[config.mk]
export PLATFORM = sky130hd
export DESIGN_NAME = prach_rtc_id_lut
export DESIGN_NICKNAME = d
export VERILOG_FILES = /design/src/rtl/prach_rtc_id_lut.sv
export SDC_FILE = /design/constraint.sdc
export NUM_CORES = 1
export LEC_CHECK = 0
export ABC_AREA = 1
export CAP_MARGIN = 20
export CORE_AREA = 2 2 300 302
export DETAILED_ROUTE_END_ITERATION = 10
export DIE_AREA = 0 0 302 304
export GPL_ROUTABILITY_DRIVEN = 0
export GPL_TIMING_DRIVEN = 0
export PLACE_DENSITY = 0.37
export SYNTH_ARGS = -nofsm -noshare
export SYNTH_HDL_FRONTEND = slang
export SYNTH_SLANG_ARGS = --single-unit
[constraint.sdc]
create_clock -name clk -period 5.2 [get_ports clk]
set_input_delay 1.56 -clock clk [delete_from_list [all_inputs] [get_ports clk]]
set_output_delay 1.56 -clock clk [all_outputs]
set_load 0.005 [all_outputs]
[src/rtl/prach_rtc_id_lut.sv]
// prach_rtc_id_lut: programmable RTC ID table returning the (cc, ant) index of a matching entry.
module prach_rtc_id_lut #(
  parameter int NUM_CC = 3,
  parameter int NUM_ANT = 8,
  parameter int ANT_PER_BAND = 4,
  parameter int ID_W = 16,
  localparam int N = NUM_CC * NUM_ANT,
  localparam int AW = N > 1 ? $clog2(N) : 1,
  localparam int CW = NUM_CC > 1 ? $clog2(NUM_CC) : 1,
  localparam int TW = NUM_ANT > 1 ? $clog2(NUM_ANT) : 1
) (
  input  logic            clk,
  input  logic            rst_n,
  input  logic            cfg_we,
  input  logic [AW-1:0]   cfg_addr,
  input  logic [ID_W-1:0] cfg_id,
  input  logic            cfg_en,
  output logic            cfg_err,
  input  logic            s_valid,
  output logic            s_ready,
  input  logic [ID_W-1:0] s_rtc_id,
  output logic            m_valid,
  input  logic            m_ready,
  output logic            m_hit,
  output logic            m_dup,
  output logic [CW-1:0]   m_cc,
  output logic [TW-1:0]   m_ant,
  output logic [ID_W-1:0] m_rtc_id,
  output logic [15:0]     miss_cnt,
  input  logic            miss_cnt_clr
);
  logic [ID_W-1:0] ids [N];
  logic [N-1:0] en, match, s1Match;
  logic s1Valid, s2Adv;
  logic [ID_W-1:0] s1Id;
  logic [CW-1:0] encCc;
  logic [TW-1:0] encAnt;

  function automatic logic [ID_W-1:0] defId(input int i);
    int a;
    a = i % NUM_ANT;
    return ID_W'({4'h0, 4'(a / ANT_PER_BAND), 4'(i / NUM_ANT), 4'(a % ANT_PER_BAND)});
  endfunction

  assign s2Adv = !m_valid || m_ready;
  assign s_ready = !s1Valid || s2Adv;

  always_ff @(posedge clk or negedge rst_n)
    if (!rst_n) begin
      for (int i = 0; i < N; i++) begin
        ids[i] <= defId(i);
        en[i] <= 1'b1;
      end
    end else if (cfg_we && int'(cfg_addr) < N) begin
      ids[cfg_addr] <= cfg_id;
      en[cfg_addr] <= cfg_en;
    end

  always_comb begin
    match = '0;
    for (int i = 0; i < N; i++) match[i] = en[i] && ids[i] == s_rtc_id;
  end

  // descending scan leaves the lowest matching index
  always_comb begin
    encCc = '0;
    encAnt = '0;
    for (int i = N - 1; i >= 0; i--)
      if (s1Match[i]) begin
        encCc = CW'(i / NUM_ANT);
        encAnt = TW'(i % NUM_ANT);
      end
  end

  always_ff @(posedge clk or negedge rst_n)
    if (!rst_n) begin
      s1Valid <= 1'b0;
      s1Id <= '0;
      s1Match <= '0;
      m_valid <= 1'b0;
      m_hit <= 1'b0;
      m_dup <= 1'b0;
      m_cc <= '0;
      m_ant <= '0;
      m_rtc_id <= '0;
      cfg_err <= 1'b0;
      miss_cnt <= '0;
    end else begin
      cfg_err <= cfg_we && int'(cfg_addr) >= N;
      if (s_ready) begin
        s1Valid <= s_valid;
        if (s_valid) begin
          s1Id <= s_rtc_id;
          s1Match <= match;
        end
      end
      if (s2Adv) begin
        m_valid <= s1Valid;
        if (s1Valid) begin
          m_hit <= |s1Match;
          m_dup <= |(s1Match & (s1Match - N'(1)));
          m_cc <= encCc;
          m_ant <= encAnt;
          m_rtc_id <= s1Id;
        end
      end
      miss_cnt <= miss_cnt_clr ? 16'h0 :
                  (m_valid && m_ready && !m_hit && miss_cnt != 16'hFFFF) ? miss_cnt + 16'd1 : miss_cnt;
    end
endmodule

# After elaboration in Yosys (flattened, before gate mapping)
# Cells that the tools add are included.
# totals
ff_bits	490
inputBits	44
# classes
add_sub_neg	2
magnitude_cmp	6
eq_ne	25
muxes	56
n_bitwise	2
n_reduce_logical	41
# ops
op	count
bitwise mux 384 bit	1
== test 16 bit	24
demux 16 bit (select 5 bit)	1
2-to-1 mux 3 bit	24
2-to-1 mux 16 bit	3
2-to-1 mux 2 bit	24
OR reduction 24 bit	2
logical AND 1 bit	31
AND 24 bit	1
bitwise mux 24 bit	1
subtractor 24 x 1 -> 24 bit (second input constant)	1
adder 16 x 1 -> 16 bit (second input constant)	1
!= test 16 bit (second input constant)	1
greater-or-equal comparator 6 bit (second input constant)	1
< comparator 5 x 6 -> 1 bit (second input constant)	1
< comparator 6 x 1 -> 1 bit (second input constant)	1
NOT 5 -> 6 bit	1
demux 1 bit (select 5 bit)	1
greater-or-equal comparator 5 x 1 -> 1 bit (second input constant)	1
greater-or-equal comparator 5 bit (second input constant)	1
< comparator 5 bit (second input constant)	1
AND reduction 2 bit	2
zero test 1 bit	3
logical OR 1 bit	2
2 further kinds	2

# Longest topological paths before layout
# Gate-level depths: netlist of the first run.
# logic_depth
ltp_word	24
ltp_mapped	25

# Worst setup path after synthesis of the first run
# Ideal clock, no wire load.
# synth_path
kind	input-to-output
from	input m_ready
to	output s_ready
t_arrival_ns	1.709
slack_ns	1.931
stages	2
n_path_buf	0
cell_sequence	inv_1 > nand3_1
# synth_via
elab_chain_len	2
# synth_lines
element	line_no	rtl
from (decl)	23	input logic m_ready,
logical OR 1 bit	45	assign s2Adv = !m_valid || m_ready;
logical OR 1 bit	46	assign s_ready = !s1Valid || s2Adv;
to (decl)	20	output logic s_ready,
# Every way passes these cells.

# Worst setup path in the final report of the first run
# layout_path
from	input s_rtc_id[3]
to	register s1Match[16]
# layout_via
elab_chain_len	2
# layout_lines
element	line_no	rtl
from (decl)	21	input logic [ID_W-1:0] s_rtc_id,
== test 16 bit	61	for (int i = 0; i < N; i++) match[i] = en[i] && ids[i] == s_rtc_id;
logical AND 1 bit	61	
to (signal assigned)	94	s1Match <= match;
to (decl)	33	logic [N-1:0] en, match, s1Match;
# Every way passes these cells.
# A chain may end at the register's enable or synchronous reset.

==> results.json, run 1 <==
{
  "run_status": "completed",
  "instances_no_fill": 3998,
  "worst_slew_margin_rel": 0.162,
  "report.final.slew_viol_count": 0,
  "numCtsBuffers": 59,
  "placement_rows": 110,
  "setup_viol_count_final": 0,
  "synth_top_area_frac": 0.454,
  "total_leakage_power_nw": 11.8,
  "die_x_um": 302,
  "final_net_count": 2814,
  "grt_pass1_wl_mm": 155,
  "synthSimpleGateAreaFrac": 0.165,
  "avgViaCountPerCell": 5.15,
  "path_class": "input pin to flop",
  "area_growth_syn_to_layout_pct": 20.7,
  "fmaxAchievable_mhz": 209,
  "seq_area_frac_synth": 0.541,
  "clock_sink_count": 490,
  "routed_wire_length_per_instance_um": 27.5,
  "synthesis.area_per_instance_um2": 8.77,
  "synth_flop_cell": "sky130_fd_sc_hd__dfrtp_1",
  "drtIter0Drc": 2020,
  "synth_top_family_by_area": "compound AO/OA/AOI/OAI gates",
  "startpoint_type": "input pin",
  "synth_xor_xnor_area_share": 0.0641,
  "timing.critical_path.to_type": "flop",
  "max-cap-violations": 0,
  "irDropWorstVdd_v": 0.000253,
  "ffs_w_async_s_r_synth": 1.00,
  "yosys_register_bits": 490,
  "grt_usage": 0.237,
  "dp_worst_setup_slack_ns": -0.166,
  "endpoints_failing_hold": 0,
  "filler_cell_count_in_the_final_layout": 9448,
  "powerDensity_mw_per_mm2": 398,
  "synthMuxAreaShare": 0,
  "gr-total-overflow": 0,
  "postCtsSetupRepairBufs": 0,
  "critical_path.max_fanout": 10,
  "dominant_cells_by_area_after_synthesis": "sky130_fd_sc_hd__dfrtp_1, sky130_fd_sc_hd__o21ai_0, sky130_fd_sc_hd__nand2_1",
  "cts.root.buffer_cell": "sky130_fd_sc_hd__clkbuf_16",
  "placed_area_mm2": 0.0256,
  "final.min_clock_period_ns": 4.79,
  "area_of_all_placed_cells_without_fillers_mm2": 0.0276,
  "clock_latency_ns": 0.63,
  "core-area_mm2": 0.0890,
  "timing.setup.tns_ns": 0,
  "hold_slack_ns": 0.481,
  "place_inst": 3882,
  "synthCells": 2603,
  "h-tree-depth": 2,
  "synth_fp_nets": 2648,
  "rsz0062_at_grt": "no",
  "initial_util": 0.256,
  "ys_warn_count": 0,
  "io_buffer_count": 73,
  "cts_resized": 0,
  "share_of_synthesized_cell_area_in_full_adder_half_adder_and_majority_cells": 0.000548,
  "drc": 0,
  "fp.dieH_um": 304,
  "layout_setup_ws_ns": 0.407,
  "skew_ns": 0.0149,
  "antenna_violations_before_repair": 13,
  "detailedPlacementHpwl_mm": 75.1,
  "worst_setup_hold_path_clk_slew_ns": 0.06,
  "leading_area_contributor_after_synthesis": "sky130_fd_sc_hd__dfrtp_1",
  "worstPathArrival_ns": 5.33,
  "drt_pass_1_iters": 5,
  "fin_crit_sh": 0.922,
  "detail_route.wirelength_mm": 110,
  "worstHoldPathType": "flop to flop",
  "grt_start_max_net_pins": 111,
  "cts.path.max_buffers": 3,
  "drive_gt1_frac": 0.0929,
  "cp_data_required_time_ns": 5.73,
  "antenna_left": 0,
  "cts_tree": "done",
  "netlist-cell-type-count": 52,
  "vias": 20600,
  "worst_margin_slew_ns": 1.26,
  "synth_enable_flop_cells": 0,
  "die_area_mm2": 0.0918,
  "cts_hold_buf": 0,
  "synth-compound-area-share": 0.178,
  "post_synth_instance_area_mm2": 0.0228,
  "first_global_vias": 19900,
  "ioPinCount": 86
}
Yosys cell counts (6+ instances only):
cell                        count
sky130_fd_sc_hd__a2111oi_0     26
sky130_fd_sc_hd__a211oi_1      12
sky130_fd_sc_hd__a21oi_1       17
sky130_fd_sc_hd__a221oi_1      22
sky130_fd_sc_hd__buf_2         29
sky130_fd_sc_hd__clkbuf_1     147
sky130_fd_sc_hd__dfrtp_1      414
sky130_fd_sc_hd__dfstp_2       76
sky130_fd_sc_hd__inv_1        100
sky130_fd_sc_hd__inv_2          9
sky130_fd_sc_hd__nand2_1      694
sky130_fd_sc_hd__nand3_1       26
sky130_fd_sc_hd__nand4_1       28
sky130_fd_sc_hd__nor2_1       100
sky130_fd_sc_hd__nor3_1        33
sky130_fd_sc_hd__nor4_1        27
sky130_fd_sc_hd__o2111ai_1     15
sky130_fd_sc_hd__o211ai_1       6
sky130_fd_sc_hd__o21ai_0      557
sky130_fd_sc_hd__o22ai_1       33
sky130_fd_sc_hd__or2_2          6
sky130_fd_sc_hd__xnor2_1       42
sky130_fd_sc_hd__xor2_1       125
worst max-delay path: stages:
cell	delay (ns)
sky130_fd_sc_hd__clkdlybuf4s50_1	0.69
sky130_fd_sc_hd__inv_2	0.35
sky130_fd_sc_hd__buf_2	0.52
sky130_fd_sc_hd__clkbuf_1	0.93
sky130_fd_sc_hd__o22ai_1	0.20
sky130_fd_sc_hd__a2111oi_0	0.38
sky130_fd_sc_hd__nand4_1	0.46
sky130_fd_sc_hd__o21ai_0	0.19
metrics by stage:
stage	utilization	total power, mW
3_5_place_dp	0.287	6.79
4_1_cts	0.309	11.0
2_1_floorplan	-	5.89
6_report	0.310	11.0
5_1_grt	0.309	11.5
3_3_place_gp	0.281	6.72
path summary, 6_finish.rpt:
check | startpoint | endpoint | slack [ns] | cells after the start
worst min register to register | m_rtc_id[2] | m_rtc_id[2] | 0.48 | 2
min in group asynchronous | rst_n | ids[284] | 1.01 | 1
worst min-delay path | m_rtc_id[2] | m_rtc_id[2] | 0.48 | 2
max in group asynchronous | rst_n | ids[82] | 2.57 | 3
worst max-delay path | s_rtc_id[3] | s1Match[16] | 0.41 | 8
worst max register to register | m_valid | s1Match[20] | 2.21 | 7
cell families (layout without fill, tap and decap cells):
group | count (synthesis) | count (layout)
AND/OR/NAND/NOR | 929 | 929
flip-flops | 490 | 490
adder cells (fa/ha/maj) | 1 | 1
other | 0 | 3
buffers and inverters | 293 | 509
XOR/XNOR | 167 | 167
AO/OA/AOI/OAI | 723 | 723
flip-flops by register name, indices dropped and copies added, names as in the netlist, 2 cells and up:
register and cells:
en 24, ids 384, m_ant 3, m_cc 2, m_rtc_id 16, miss_cnt 16
s1Id 16, s1Match 24
area by class of cell:
cell class	instances	area, µm²	area share
inverter	110	413	0.0150
clock buffer	98	1870	0.0677
antenna	3	7.51	0.000272
buffer	183	736	0.0267
multi-input combinational	1820	9320	0.338
timing repair buffer	105	1300	0.0472
tap	1176	1470	0.0534
clock inverter	13	90.1	0.00327
sequential	490	12400	0.448
layout by cell type, fill, tap and decap left out, drive strengths merged, types with 15 or more instances in the layout:
| cell | count |
|---|---|
| dfstp | 76 |
| a21oi | 17 |
| nand4 | 29 |
| a221oi | 22 |
| nor3 | 36 |
| o22ai | 33 |
| nor2 | 103 |
| a2111oi | 26 |
| o21ai | 561 |
| nand2 | 695 |
| xnor2 | 42 |
| nor4 | 27 |
| xor2 | 125 |
| inv | 109 |
| buf | 69 |
| clkdlybuf4s50 | 72 |
| o2111ai | 15 |
| dfrtp | 414 |
| nand3 | 26 |
| clkbuf | 245 |
layer usage:
metal | GRT usage | vias to the layer above | share of wire
li1 | - | 9122 | -
met1 | 0.348 | 10600 | 0.46
met2 | 0.367 | 769 | 0.45
met3 | 0.0281 | 148 | 0.064
met4 | 0.0636 | 4 | 0.027
met5 | 0 | - | 0.00020
power by group:
| group | switching [mW] | internal, mW | total, mW |
|---|---|---|---|
| Sequential | 0.458 | 4.50 | 4.95 |
| Clock | 1.75 | 2.47 | 4.22 |
| Combinational | 1.09 | 0.693 | 1.79 |
Note: power is estimated with default switching activity, not from simulation.
==> run 2, diff against run 1 <==
--- a/config.mk
+++ b/config.mk
@@ -7,12 +7,12 @@
 export LEC_CHECK = 0
 export ABC_AREA = 1
 export CAP_MARGIN = 20
-export CORE_AREA = 2 2 300 302
+export CORE_AREA = 2 2 229 231
 export DETAILED_ROUTE_END_ITERATION = 10
-export DIE_AREA = 0 0 302 304
+export DIE_AREA = 0 0 231 233
 export GPL_ROUTABILITY_DRIVEN = 0
 export GPL_TIMING_DRIVEN = 0
-export PLACE_DENSITY = 0.37
+export PLACE_DENSITY = 0.58
 export SYNTH_ARGS = -nofsm -noshare
 export SYNTH_HDL_FRONTEND = slang
 export SYNTH_SLANG_ARGS = --single-unit
==> results.json, run 2 (same netlist as run 1, synthesis figures left out) <==
{
  "endpoints_failing_hold": 0,
  "clock_sink_count": 490,
  "antenna_left": 0,
  "detail_route.wirelength_mm": 90.6,
  "final_net_count": 2790,
  "largestRegisters": "ids x384, en x24, s1Match x24",
  "comb_power_share": 0.162,
  "drtIter0Drc": 2700,
  "dp_worst_setup_slack_ns": 0.108,
  "crit_path_cell_trace": "clkdlybuf4s50_1 > inv_2 > buf_2 > clkbuf_1 > o22ai_1 > a2111oi_0 > nand4_1 > o21ai_0",
  "startpoint_type": "input pin",
  "path_class": "input pin to flop",
  "largest_reg_flops": 384,
  "drc": 0,
  "h-tree-depth": 2,
  "grt_pass1_wl_mm": 132,
  "total_leakage_power_nw": 11.5,
  "fp.dieH_um": 233,
  "layout_common_cells": "sky130_fd_sc_hd__nand2_1, sky130_fd_sc_hd__o21ai_0, sky130_fd_sc_hd__dfrtp_1, sky130_fd_sc_hd__clkbuf_1, sky130_fd_sc_hd__xor2_1",
  "cts_resized": 0,
  "antenna_violations_before_repair": 5,
  "timing.critical_path.to_type": "flop",
  "postCtsSetupRepairBufs": 0,
  "timing.setup.tns_ns": 0,
  "drive_gt1_frac": 0.0807,
  "avgViaCountPerCell": 5.96,
  "worst_margin_slew_ns": 1.29,
  "cts.root.buffer_cell": "sky130_fd_sc_hd__clkbuf_16",
  "gr-total-overflow": 0,
  "run_status": "completed",
  "worst_slew_margin_rel": 0.141,
  "critical_path.max_stage_delay_ns": 0.87,
  "cp_data_required_time_ns": 5.71,
  "instances_no_fill": 3473,
  "powerDensity_mw_per_mm2": 396,
  "first_global_vias": 19400,
  "power_switching_mw": 3.05,
  "cts_tree": "done",
  "die_area_mm2": 0.0538,
  "drt_pass_1_iters": 6,
  "skew_ns": 0.0154,
  "power.sequential.fraction": 0.474,
  "max-cap-violations": 0,
  "detailedPlacementHpwl_mm": 60.5,
  "critical_path.max_fanout": 10,
  "grt_usage": 0.338,
  "irDropWorstVdd_v": 0.000269,
  "ioPinCount": 86,
  "layout_setup_ws_ns": 0.455,
  "worstPathArrival_ns": 5.25,
  "final.min_clock_period_ns": 4.74,
  "layout.cells.most_common": "sky130_fd_sc_hd__nand2_1",
  "vias": 20700,
  "numCtsBuffers": 53,
  "intPower_mw": 7.39,
  "regMostFlops": "ids",
  "setup_viol_count_final": 0,
  "fmaxAchievable_mhz": 211,
  "hold_slack_ns": 0.467,
  "worst_path_max_delay_cell": "sky130_fd_sc_hd__clkbuf_1",
  "grt_start_max_net_pins": 122,
  "core-area_mm2": 0.0511,
  "io_buffer_count": 73,
  "clock_latency_ns": 0.60,
  "routed_wire_length_per_instance_um": 26.1,
  "initial_util": 0.447,
  "fin_crit_sh": 0.912,
  "placement_rows": 83,
  "area_growth_syn_to_layout_pct": 15.7,
  "report.final.slew_viol_count": 0,
  "power.switching_fraction": 0.292,
  "cts.path.max_buffers": 3,
  "die_x_um": 231,
  "rsz0062_at_grt": "no",
  "cts_hold_buf": 0,
  "place_inst": 3369,
  "total_power_mw": 10.4,
  "p_clk_frac": 0.364,
  "worstHoldPathType": "flop to flop",
  "worst_setup_hold_path_clk_slew_ns": 0.06
}
run 2: metal layers:
layer	track usage	vias up	routed length, µm
li1	-	9070	-
met1	0.462	10200	36400
met2	0.496	1208	38700
met3	0.0876	229	10500
met4	0.173	2	4990
met5	0	-	13
run 2: path summary, 6_finish.rpt:
kind                       cells after the start            to  slack (ns)   startpoint
max                                            8   s1Match[16]        0.46  s_rtc_id[3]
min                                            2  m_rtc_id[10]        0.47     s1Id[10]
max reg2reg                                    7   s1Match[23]        1.59      m_valid
min reg2reg                                    2  m_rtc_id[10]        0.47     s1Id[10]
max in group asynchronous                      4      ids[151]        2.29        rst_n
min in group asynchronous                      1  m_rtc_id[13]        1.02        rst_n
run 2: power by group through the flow:
stage	Sequential, mW	Clock (mW)	Combinational [mW]
after floorplan	4.88	0	1.01
after global placement	4.98	0	1.60
after detailed placement	4.99	0	1.66
after CTS	4.93	3.84	1.67
after global routing	5.01	3.99	1.88
final	4.95	3.81	1.69
run 2: area by class of cell:
class | instances | area, µm²
Fill cell | 4932 | 24700
Sequential cell | 490 | 12400
Multi-Input combinational cell | 1820 | 9320
Clock buffer | 88 | 1600
Timing Repair Buffer | 87 | 992
Tap cell | 680 | 851
Buffer | 183 | 734
Inverter | 110 | 413
Clock inverter | 9 | 120
Antenna cell | 6 | 15.0
run 2: worst max-delay path, delay by kind of cell:
| family | cells | cell delay, ns |
|---|---|---|
| simple gates | 1 | 0.47 |
| compound gates | 3 | 0.78 |
| buf+inv | 4 | 2.42 |
run 2: metrics by stage:
step / util / area, µm²
6_report: 0.517 / 26400
5_1_grt: 0.516 / 26400
3_3_place_gp: 0.478 / 24400
4_1_cts: 0.516 / 26400
2_1_floorplan: - / 22800
3_5_place_dp: 0.483 / 24700
